`config.mk`:
```
export PLATFORM = sky130hd
export DESIGN_NAME = pipe_ctrl
export DESIGN_NICKNAME = d
export VERILOG_FILES = /design/src/rtl/pipe_ctrl.sv
export SDC_FILE = /design/constraint.sdc
export NUM_CORES = 1
export LEC_CHECK = 0
export CAP_MARGIN = 0
export CORE_ASPECT_RATIO = 0.75
export CORE_MARGIN = 2
export CORE_UTILIZATION = 54
export CTS_BUF_LIST = sky130_fd_sc_hd__clkbuf_4 sky130_fd_sc_hd__clkbuf_8
export DETAILED_ROUTE_END_ITERATION = 10
export GPL_TIMING_DRIVEN = 0
export PLACE_DENSITY = 0.86
export SLEW_MARGIN = 20
export SYNTH_ARGS = -nofsm -noshare
export SYNTH_HDL_FRONTEND = slang
export SYNTH_SLANG_ARGS = --single-unit
```
`constraint.sdc`:
```
create_clock -name clk -period 6.6 [get_ports clk]
set_input_delay 1.98 -clock clk [delete_from_list [all_inputs] [get_ports clk]]
set_output_delay 1.98 -clock clk [all_outputs]
set_load 0.005 [all_outputs]
```
`src/rtl/pipe_ctrl.sv`:
```
// rtl/pipe_ctrl.sv - MIPS pipeline stall arbitration, exception flush sequencer, stall statistics
module pipe_ctrl #(
    parameter int          FLUSH_CYCLES = 2,
    parameter logic [31:0] EXC_VECTOR   = 32'h00000020,
    parameter int          TIMEOUT      = 1024
) (
    input  logic        clk,
    input  logic        rst,
    input  logic        stallreq_id,
    input  logic        stallreq_ex,
    input  logic        stallreq_mem,
    input  logic [31:0] excepttype_i,
    input  logic [31:0] cp0_epc_i,
    input  logic        clr_stats_i,
    output logic [5:0]  stall_o,
    output logic        flush_o,
    output logic [31:0] new_pc_o,
    output logic [31:0] stall_cycles_o,
    output logic [15:0] flush_count_o,
    output logic        stall_timeout_o
);

    localparam int          FCW      = (FLUSH_CYCLES > 1) ? $clog2(FLUSH_CYCLES + 1) : 1;
    localparam logic [31:0] EXC_ERET = 32'h0000000e;

    typedef enum logic {
        ST_RUN,
        ST_FLUSH
    } state_t;

    state_t           r_state;
    state_t           w_state_nxt;
    logic [FCW-1:0]   r_fcnt;
    logic [FCW-1:0]   w_fcnt_nxt;
    logic [31:0]      r_pc_q;
    logic [31:0]      w_pc_nxt;
    logic [15:0]      r_slen;
    logic [31:0]      r_stall_cycles;
    logic [15:0]      r_flush_count;
    logic             r_timeout;

    logic [5:0]       w_stall;
    logic             w_flush;
    logic [31:0]      w_new_pc;
    logic             w_exc_taken;
    logic             w_stall_any;
    logic [16:0]      w_slen_inc;

    assign w_exc_taken = (r_state == ST_RUN) && (excepttype_i != 32'd0);
    assign w_stall_any = (w_stall != 6'd0);
    assign w_slen_inc  = {1'b0, r_slen} + 17'd1;

    // FSM state, flush countdown and latched redirect PC
    always_ff @(posedge clk or posedge rst) begin
        if (rst) begin
            r_state <= ST_RUN;
            r_fcnt  <= '0;
            r_pc_q  <= 32'd0;
        end else begin
            r_state <= w_state_nxt;
            r_fcnt  <= w_fcnt_nxt;
            r_pc_q  <= w_pc_nxt;
        end
    end

    // Next state plus zero-latency stall/flush/redirect outputs
    always_comb begin
        w_state_nxt = r_state;
        w_fcnt_nxt  = r_fcnt;
        w_pc_nxt    = r_pc_q;
        w_stall     = 6'b000000;
        w_flush     = 1'b0;
        w_new_pc    = 32'd0;
        case (r_state)
            ST_RUN: begin
                if (excepttype_i != 32'd0) begin
                    // Exception wins over every stall request
                    w_flush  = 1'b1;
                    w_new_pc = (excepttype_i == EXC_ERET) ? cp0_epc_i : EXC_VECTOR;
                    w_pc_nxt = w_new_pc;
                    if (FLUSH_CYCLES > 1) begin
                        w_state_nxt = ST_FLUSH;
                        w_fcnt_nxt  = FCW'(FLUSH_CYCLES - 1);
                    end
                end else if (stallreq_mem) begin
                    w_stall = 6'b011111;
                end else if (stallreq_ex) begin
                    w_stall = 6'b001111;
                end else if (stallreq_id) begin
                    w_stall = 6'b000111;
                end
            end
            ST_FLUSH: begin
                // Exceptions and stall requests are ignored until the flush completes
                w_flush    = 1'b1;
                w_new_pc   = r_pc_q;
                w_fcnt_nxt = r_fcnt - FCW'(1);
                if (r_fcnt == FCW'(1)) begin
                    w_state_nxt = ST_RUN;
                end
            end
            default: begin
                w_state_nxt = ST_RUN;
            end
        endcase
    end

    // Statistics and stuck-stall watchdog; clear beats same-cycle increments
    always_ff @(posedge clk or posedge rst) begin
        if (rst) begin
            r_slen         <= 16'd0;
            r_stall_cycles <= 32'd0;
            r_flush_count  <= 16'd0;
            r_timeout      <= 1'b0;
        end else if (clr_stats_i) begin
            r_slen         <= 16'd0;
            r_stall_cycles <= 32'd0;
            r_flush_count  <= 16'd0;
            r_timeout      <= 1'b0;
        end else begin
            if (w_stall_any) begin
                r_stall_cycles <= r_stall_cycles + 32'd1;
                if (r_slen != 16'hFFFF) begin
                    r_slen <= r_slen + 16'd1;
                end
                if (w_slen_inc == 17'(TIMEOUT)) begin
                    r_timeout <= 1'b1;
                end
            end else begin
                r_slen <= 16'd0;
            end
            if (w_exc_taken && (r_flush_count != 16'hFFFF)) begin
                r_flush_count <= r_flush_count + 16'd1;
            end
        end
    end

    assign stall_o         = w_stall;
    assign flush_o         = w_flush;
    assign new_pc_o        = w_new_pc;
    assign stall_cycles_o  = r_stall_cycles;
    assign flush_count_o   = r_flush_count;
    assign stall_timeout_o = r_timeout;

endmodule
```
==> flow_summary_export.csv, run 1 <==
group,metric,value,unit
logic_synthesis,synth_flop_cell,"dfrtp_1",
logic_synthesis,syn_area,5580,sq um
cts,root_buffer,"clkbuf_8",
worst_hold_path,holdPathStages,2,
timing,min_period_over_period,0.986,
cts,cts_buffers,9,
setup_path,required,4.62,ns
logic_synthesis,synth-edff-count,0,
layout,fin_cells,902,
detailed_routing,drc,0,
logic_synthesis,synthArstFlopShare,1.00,
timing,setup_viol_count_final,0,
logic_synthesis,synth_top_area_share,0.448,
global_routing,overflow,0,
pwr,switching_share,0.240,
logic_synthesis,yosys_warnings,0,
global_routing,grt_pass1_vias,5403,
setup_path,start_kind,"primary input",
run_status,outcome,"completed",
cts,ctsHoldBuffers,0,
timing,skew,0.0135,ns
layout,final_nets,836,
cts,clock_latency,0.39,ns
timing,slew_headroom,0.469,
timing,setup_ws,0.0899,ns
timing,post-route-min-period,6.51,ns
die,fp.dieW,121,microns
placement,place_hpwl,11900,microns
pwr,p_sw,0.266,mW
setup_path,end_kind,"output port",
setup_path,arrival,4.53,ns
pwr,p_comb_frac,0.076,
setup_path,rr_worst_depth,6,
pwr,clock_power_share,0.371,
pwr,power-per-cell-area,145,nW/um^2
detailed_routing,drtIter0Drc,442,
global_routing,grt_pass1_wl,26300,microns
timing,worstMarginPinSlew,0.791,ns
die,start_util,0.549,
logic_synthesis,synthTopCellsByArea,"dfrtp_1, a22o_1, a21oi_1",
timing,hold_viol_final,0,
layout,area_growth_syn_to_layout,37.3,%
logic_synthesis,synth-seq-cells,100,
die,fp.dieH,92.1,microns
timing,max_freq,154,MHz
layout,drive_above_1_share,0.0901,
placement,place.gp.congestion,0.877,
detailed_routing,routed_wl,16300,microns
logic_synthesis,syn-num-nets,663,
job,maxCapViolCount,0,
placement,portBuffers,156,
cts,clock-sinks,100,
global_routing,grt_max_degree,70,
detailed_routing,viasPerCell,6.19,
layout,n_fill_cell,739,
global_routing,grt_use_total,0.296,
logic_synthesis,synth_seq_area_share,0.448,
timing,drv_slew,0,
pwr,power.internal,0.843,mW
logic_synthesis,syn_inst,589,
logic_synthesis,avgSynthCellArea,9.48,sq um
pwr,peakVddDrop,0.000117,V
cts,clk_pin_slew,0.10,ns
cts,clock_path_buffers,2,
die,dieArea,11200,sq um
global_routing,antenna_found_initial,0,
die,ios,158,
detailed_routing,first_pass_iters,5,
layout,n_antenna_cell,0,
logic_synthesis,synth_area_leader_cell,"dfrtp_1",
placement,placed_cells,882,
detailed_routing,antenna_left,0,
layout,final_core_util,0.754,
detailed_routing,wire_per_inst,18.1,microns
cts,htreeDepth,3,
die,coreArea,10200,sq um
pwr,cellLeakagePower,2.98,nW
setup_path,worstSetupPathType,"primary input to output port",
placement,pre_cts_ws,-0.482,ns
pwr,power,1.11,mW
cts,cts_tree,"built",
logic_synthesis,yosysUniqueCellTypes,58,
pwr,power_frac_seq,0.553,
worst_hold_path,hold_class,"flop to flop",
setup_path,cp_max_fo,10,
detailed_routing,vias,5586,
die,rows,32,
cells by family (layout without fill, tap and decap cells):
group,after synthesis,count (layout),share of synthesized area
simple gates,238,238,0.253
compound gates,167,167,0.203
flops,100,100,0.448
buf+inv,54,231,0.0430
xor+xnor,14,14,0.0220
mux,11,11,0.0211
fa+ha+maj,4,4,0.00896
other cells,1,1,0.000672
layout by cell type, fill, tap and decap left out, types with 6 or more instances in the layout:
cell and count:
clkdlybuf4s50_1 156, dfrtp_1 100, nand2_1 56, a22o_1 48
a21oi_1 44, o21ai_0 34, nor2_1 25, clkbuf_1 23
nand3_1 22, nand4_1 21, or3_1 17, nor3_1 16
or4_1 16, o31ai_1 14, inv_1 13, buf_4 13
clkbuf_8 11, nor2b_1 9, xnor2_1 9, and3_1 7
nor4_1 7, nor4_4 7, mux2_2 6
worst paths after layout:
| check | startpoint | endpoint | slack, ns |
|---|---|---|---|
| max | excepttype_i[0] | new_pc_o[9] | 0.09 |
| min | r_pc_q[19] | r_pc_q[19] | 0.49 |
| max reg2reg | r_slen[0] | r_slen[0] | 3.77 |
| min reg2reg | r_pc_q[19] | r_pc_q[19] | 0.49 |
| max in group asynchronous | rst | r_slen[15] | 4.03 |
| min in group asynchronous | rst | flush_count_o[6] | 1.93 |
stage by stage:
step / setup TNS, ns / cell area [sq um] / hold slack (ns)
floorplan: 0 / 5580 / 0.439
global placement: -6.73 / 7310 / 0.458
detailed placement: -8.08 / 7350 / 0.470
CTS: 0 / 7620 / 0.492
global route: -0.129 / 7660 / 0.513
finish: 0 / 7660 / 0.489
area by class of cell:
| class | count | area, sq um | share of cell area |
|---|---|---|---|
| buffer | 38 | 196 | 0.0256 |
| clock buffer | 10 | 138 | 0.0180 |
| clock inverter | 5 | 60.1 | 0.00784 |
| inverter | 14 | 57.6 | 0.00751 |
| multi-input combinational | 435 | 2900 | 0.378 |
| sequential | 100 | 2500 | 0.326 |
| tap | 136 | 170 | 0.0222 |
| timing repair buffer | 164 | 1640 | 0.214 |
registers in the layout, indices dropped and copies added (netlist names):
register,count
r_pc_q,32
stall_cycles_o,32
flush_count_o,16
r_slen,16
r_fcnt,2
r_state,1
stall_timeout_o,1
repair_timing:
item | 4_1_cts | 5_1_grt
buffers inserted | 4 | 3
gates resized for setup | 11 | 12
endpoints found under the setup margin | 30 | 25
endpoints found under the hold margin | 0 | 0
pin swaps | 2 | 4
synth_stat cells, drive strengths merged (5+ instances only):
cell / instances
xnor2: 9
nor4: 14
a31oi: 5
o31ai: 14
nor2b: 9
nor3: 21
nor2: 26
inv: 14
buf: 10
nand3: 22
nand2: 56
mux2i: 5
clkbuf: 30
or3: 17
and3: 8
o21ai: 34
and2: 5
xor2: 5
dfrtp: 100
a22o: 48
a21oi: 44
nand4: 22
and4: 5
mux2: 6
or4: 17
routing by layer:
| metal | track usage | vias up | share of wire |
|---|---|---|---|
| met5 | 0 | - | 0 |
| met4 | 0.0987 | 0 | 0.013 |
| met3 | 0.0553 | 19 | 0.065 |
| met2 | 0.490 | 233 | 0.50 |
| met1 | 0.392 | 2765 | 0.42 |
| li1 | - | 2569 | - |
worst max-delay path, stage by stage:
cell and delay [ns]:
clkdlybuf4s50_1 0.46, nor4_4 0.36, nand4_4 0.20, or4_4 0.59, nor2_4 0.14, buf_6 0.16, a22o_1 0.13, clkdlybuf4s50_1 0.49
power by group through the flow:
| stage | registers (mW) | logic (mW) | clock network [mW] |
|---|---|---|---|
| floorplan | 0.626 | 0.0217 | 0 |
| global placement | 0.626 | 0.0779 | 0 |
| detailed placement | 0.625 | 0.0826 | 0 |
| CTS | 0.613 | 0.0838 | 0.414 |
| global route | 0.614 | 0.0903 | 0.440 |
| finish | 0.613 | 0.0838 | 0.412 |
Note: power is estimated with default switching activity, not from simulation.
==> run 2: changes to the inputs <==
==> constraint.sdc (replaced) <==
create_clock -name clk -period 6.6 [get_ports clk]
set_input_delay 0.66 -clock clk [delete_from_list [all_inputs] [get_ports clk]]
set_output_delay 0.66 -clock clk [all_outputs]
set_load 0.005 [all_outputs]
==> run 2 against run 1 <==
Sequential cell count unchanged. Non-clock buffer count is 5 lower. Total power about the same. Cell count decreased by 0.55%. Sequential share of layout area rose by 0.52 points.
==> flow_summary_export.csv, run 2 (synthesis results as in run 1) <==
group,metric,value,unit
run_status,outcome,"completed",
detailed_routing,vias,5544,
timing,slew_headroom,0.418,
setup_path,r2r_end,"r_slen[0]",
job,maxCapViolCount,0,
layout,layout.cells.most_common,"clkdlybuf4s50_1",
setup_path,required,5.94,ns
cts,clock_path_buffers,2,
timing,max_freq,224,MHz
setup_path,worstSetupEndpoint,"new_pc_o[5]",
timing,tns,0,ns
pwr,peakVddDrop,0.000117,V
layout,n_fill_cell,765,
layout,area.sequential,2500,sq um
die,rows,32,
setup_path,cp_max_fo,10,
global_routing,grt_use_total,0.293,
timing,worstMarginPinSlew,0.866,ns
setup_path,r2r-start,"r_slen[0]",
setup_path,start_kind,"primary input",
detailed_routing,first_pass_iters,5,
timing,post-route-min-period,4.46,ns
layout,fin_area,7540,sq um
pwr,clock_power_share,0.373,
pwr,power-per-cell-area,147,nW/um^2
detailed_routing,drtIter0Drc,430,
pwr,switching_share,0.239,
setup_path,r2r_slack,3.80,ns
placement,place_hpwl,11900,microns
timing,drv_slew,0,
timing,hold_viol_final,0,
cts,clock-sinks,100,
global_routing,overflow,0,
layout,final_core_util,0.742,
setup_path,rr_worst_depth,6,
cts,cts_resized,0,
pwr,power_frac_seq,0.554,
setup_path,worstSetupPathType,"primary input to output port",
cts,cts_tree,"built",
detailed_routing,routed_wl,16000,microns
detailed_routing,drc,0,
global_routing,grt_max_degree,70,
cts,cts_buffers,9,
detailed_routing,wire_per_inst,17.9,microns
die,start_util,0.549,
cts,ctsHoldBuffers,0,
placement,portBuffers,156,
global_routing,antenna_found_initial,0,
placement,placed_area,7350,sq um
pwr,p_sw,0.265,mW
placement,place.gp.congestion,0.877,
setup_path,critPathLaunch,"excepttype_i[28]",
die,dieArea,11200,sq um
die,ios,158,
cts,clk_pin_slew,0.10,ns
cts,root_buffer,"clkbuf_8",
pwr,cellLeakagePower,2.91,nW
layout,mostFrequentLayoutCells,"clkdlybuf4s50_1, dfrtp_1, nand2_1",
timing,setup_viol_count_final,0,
detailed_routing,antenna_left,0,
layout,area_growth_syn_to_layout,35.1,%
die,fp.dieH,92.1,microns
global_routing,grt_pass1_vias,5388,
setup_path,end_kind,"output port",
timing,skew,0.0116,ns
cts,htreeDepth,3,
cts,cts_setup_buffers,0,
cts,clock_latency,0.39,ns
setup_path,arrival,3.80,ns
pwr,p_comb_frac,0.074,
global_routing,grt_pass1_wl,26100,microns
worst_hold_path,hold_class,"flop to flop",
layout,multi_input_area,2840,sq um
layout,n_antenna_cell,0,
timing,min_period_over_period,0.676,
timing,rsz0062_at_grt,"false",
detailed_routing,viasPerCell,6.18,
layout,final_nets,831,
pwr,power.internal,0.843,mW
layout,drive_above_1_share,0.0696,
die,fp.dieW,121,microns
die,coreArea,10200,sq um
## run 2: cell types whose count changed in the layout (fill, tap and decap cells not counted), sizes merged
| cell | previous run | this run |
|---|---|---|
| buf | 21 | 11 |
| clkbuf | 35 | 40 |
## run 2: cell type report
type,count,area share
tap,136,0.0226
clock inverter,5,0.00796
clock buffer,10,0.0182
timing repair buffer,157,0.211
multi-input combinational,435,0.376
buffer,40,0.0249
inverter,14,0.00763
sequential,100,0.332
## run 2: worst min path at each step
stage / startpoint / slack [ns] / cells after the start / to
CTS: r_pc_q[19] / 0.49 / 2 / r_pc_q[19]
global route: r_fcnt[0] / 0.51 / 1 / r_fcnt[0]
floorplan: r_pc_q[3] / 0.44 / 2 / r_pc_q[3]
global placement: r_pc_q[3] / 0.46 / 2 / r_pc_q[3]
detailed placement: r_pc_q[28] / 0.47 / 2 / r_pc_q[28]
finish: r_pc_q[19] / 0.49 / 2 / r_pc_q[19]
## run 2: power by group through the flow
stage / clock network (mW) / logic [mW] / registers, mW
global route: 0.439 / 0.0885 / 0.614
CTS: 0.414 / 0.0828 / 0.613
floorplan: 0 / 0.0217 / 0.626
finish: 0.413 / 0.0819 / 0.613
global placement: 0 / 0.0779 / 0.626
detailed placement: 0 / 0.0826 / 0.625
## run 2: per-stage QoR
stage | power (mW) | hold slack [ns] | setup slack [ns] | instances
floorplan | 0.647 | 0.439 | 3.32 | 589
global placement | 0.703 | 0.458 | 1.85 | 881
detailed placement | 0.708 | 0.470 | 2.16 | 882
CTS | 1.11 | 0.492 | 2.15 | 897
global route | 1.14 | 0.513 | 1.94 | 897
finish | 1.11 | 0.489 | 2.14 | 897
## run 2: worst max-delay path: stages
cell and delay, ns:
clkdlybuf4s50_1 0.41, nor3_1 0.39, and4_2 0.33, clkbuf_1 0.26
a31o_2 0.22, clkbuf_1 0.41, clkbuf_1 0.39, o21ai_0 0.23
clkdlybuf4s50_1 0.49
## run 2: metal layers
| metal | global-route usage | share of wire |
|---|---|---|
| met5 | 0 | 0 |
| met2 | 0.487 | 0.49 |
| met3 | 0.0529 | 0.059 |
| met4 | 0.0967 | 0.019 |
| met1 | 0.390 | 0.43 |
==> run 3: changes to the inputs <==
--- a/config.mk
+++ b/config.mk
@@ -8,11 +8,11 @@
 export CAP_MARGIN = 0
 export CORE_ASPECT_RATIO = 0.75
 export CORE_MARGIN = 2
-export CORE_UTILIZATION = 54
+export CORE_UTILIZATION = 45
 export CTS_BUF_LIST = sky130_fd_sc_hd__clkbuf_4 sky130_fd_sc_hd__clkbuf_8
 export DETAILED_ROUTE_END_ITERATION = 10
 export GPL_TIMING_DRIVEN = 0
-export PLACE_DENSITY = 0.86
+export PLACE_DENSITY = 0.76
 export SLEW_MARGIN = 20
 export SYNTH_ARGS = -nofsm -noshare
 export SYNTH_HDL_FRONTEND = slang
==> constraint.sdc (replaced) <==
create_clock -name clk -period 3.6 [get_ports clk]
set_input_delay 0.36 -clock clk [delete_from_list [all_inputs] [get_ports clk]]
set_output_delay 0.36 -clock clk [all_outputs]
set_load 0.005 [all_outputs]
==> run 3 against run 2 <==
Register-to-register slack worse by 3.0 ns. Via count shrank 2.9%. Sequential share of layout area down 0.27 points. Sequential power rose by 83%. Total power increased by 83%. Highest routed layer unchanged.
==> flow_summary_export.csv, run 3 (synthesis results as in run 1) <==
group,metric,value,unit
run_status,outcome,"completed",
detailed_routing,first_pass_iters,5,
timing,tns,0,ns
timing,worstMarginPinSlew,0.908,ns
die,fp.dieH,100,microns
global_routing,grt_use_total,0.234,
setup_path,end_kind,"output port",
cts,cts_buffers,9,
job,maxCapViolCount,0,
cts,clock-sinks,100,
timing,drv_slew,0,
layout,fin_area,7610,sq um
cts,clk_pin_slew,0.11,ns
cts,clock_path_buffers,2,
placement,place_hpwl,11700,microns
cts,clock_latency,0.37,ns
setup_path,cp_max_fo,10,
setup_path,r2r-start,"r_slen[0]",
placement,portBuffers,156,
layout,area_growth_syn_to_layout,36.2,%
setup_path,required,3.24,ns
pwr,p_sw,0.486,mW
pwr,cellLeakagePower,2.93,nW
detailed_routing,wire_per_inst,17.1,microns
timing,post-route-min-period,3.48,ns
die,rows,35,
worst_hold_path,hold_class,"primary input to async pin",
pwr,clock_power_share,0.372,
setup_path,rr_worst_depth,6,
cts,htreeDepth,3,
global_routing,overflow,0,
timing,min_period_over_period,0.968,
pwr,power_frac_seq,0.554,
pwr,power-per-cell-area,267,nW/um^2
pwr,peakVddDrop,0.000155,V
detailed_routing,routed_wl,15800,microns
placement,placed_area,7380,sq um
die,fp.dieW,133,microns
detailed_routing,antenna_left,0,
layout,n_fill_cell,1046,
die,dieArea,13300,sq um
setup_path,worstSetupPathType,"primary input to output port",
timing,rsz0062_at_grt,"false",
die,ios,158,
global_routing,grt_pass1_vias,5089,
global_routing,grt_max_degree,80,
layout,n_antenna_cell,0,
detailed_routing,drc,0,
setup_path,r2r_end,"r_slen[0]",
pwr,switching_share,0.239,
layout,drive_above_1_share,0.0789,
pwr,power.internal,1.54,mW
layout,layout.cells.most_common,"clkdlybuf4s50_1",
detailed_routing,viasPerCell,5.82,
timing,hold_viol_final,0,
global_routing,antenna_found_initial,0,
detailed_routing,vias,5385,
pwr,p_comb_frac,0.074,
setup_path,r2r_slack,0.83,ns
layout,mostFrequentLayoutCells,"clkdlybuf4s50_1, dfrtp_1, nand2_1",
global_routing,grt_pass1_wl,25300,microns
timing,setup_viol_count_final,0,
cts,cts_tree,"built",
timing,slew_headroom,0.390,
layout,final_nets,829,
cts,cts_setup_buffers,0,
die,start_util,0.459,
die,coreArea,12200,sq um
detailed_routing,drtIter0Drc,448,
setup_path,arrival,3.12,ns
placement,place.gp.congestion,0.837,
setup_path,start_kind,"primary input",
timing,max_freq,287,MHz
timing,skew,0.0133,ns
cts,root_buffer,"clkbuf_8",
run 3: changes by cell type in the layout (fill, tap and decap cells not counted), moves of 2 or more:
cell      before  now
nor3_2         1    3
clkbuf_2       0    2
inv_6          2    4
clkbuf_1      29   24
clkbuf_4       0    2
nor3_1        19   17
run 3: area by class of cell:
type	count	area [sq um]	area share
tap	166	208	0.0273
clock inverter	6	70.1	0.00921
clock buffer	10	131	0.0173
timing repair buffer	157	1590	0.209
multi-input combinational	435	2860	0.376
sequential	100	2500	0.329
inverter	14	57.6	0.00757
buffer	38	186	0.0245
run 3: per-stage QoR:
stage          setup WS (ns)  power [mW]  hold slack (ns)   util  instances
3_5_place_dp          -0.237        1.30            0.468  0.607        912
3_3_place_gp          -0.895        1.29            0.456  0.604        911
2_1_floorplan          0.621        1.19            0.439      -        589
5_1_grt              0.00420        2.11            0.298  0.625        926
6_report               0.117        2.03            0.285  0.625        926
4_1_cts               0.0215        2.05            0.286  0.624        927
run 3: worst max path at each step:
stage	endpoint	slack, ns	depth (start not counted)	startpoint
after CTS	new_pc_o[5]	0.02	8	excepttype_i[28]
after global placement	r_pc_q[11]	-0.90	2	rst
after global routing	new_pc_o[9]	0.004	8	excepttype_i[24]
after floorplan	flush_count_o[0]	0.62	1	rst
after detailed placement	new_pc_o[5]	-0.24	9	excepttype_i[28]
final	new_pc_o[9]	0.12	8	excepttype_i[5]
run 3: critical path, cell delays in order:
cell and delay, ns:
clkdlybuf4s50_1 0.41, nor4_2 0.50, nand2_1 0.23, or4_1 0.57
nor2_2 0.18, clkbuf_4 0.24, a22o_1 0.15, clkdlybuf4s50_1 0.49
run 3: metal layers:
layer / routed length [microns] / GRT usage / up-vias
li1: - / - / 2556
met1: 7210 / 0.329 / 2607
met3: 901 / 0.0412 / 24
met2: 7410 / 0.372 / 198
met5: 0 / 0 / -
met4: 278 / 0.0728 / 0
run 3: power groups by stage:
stage	Combinational, mW	Clock, mW	Sequential, mW
floorplan	0.0398	0	1.15
global placement	0.144	0	1.15
detailed placement	0.152	0	1.15
CTS	0.152	0.771	1.12
global route	0.162	0.819	1.13
finish	0.151	0.754	1.12
run 3: what timing repair did:
item	4_1_cts	5_1_grt
resized for setup	2	9
setup endpoints to repair	24	30
pin swaps	0	0
hold buffers	0	0
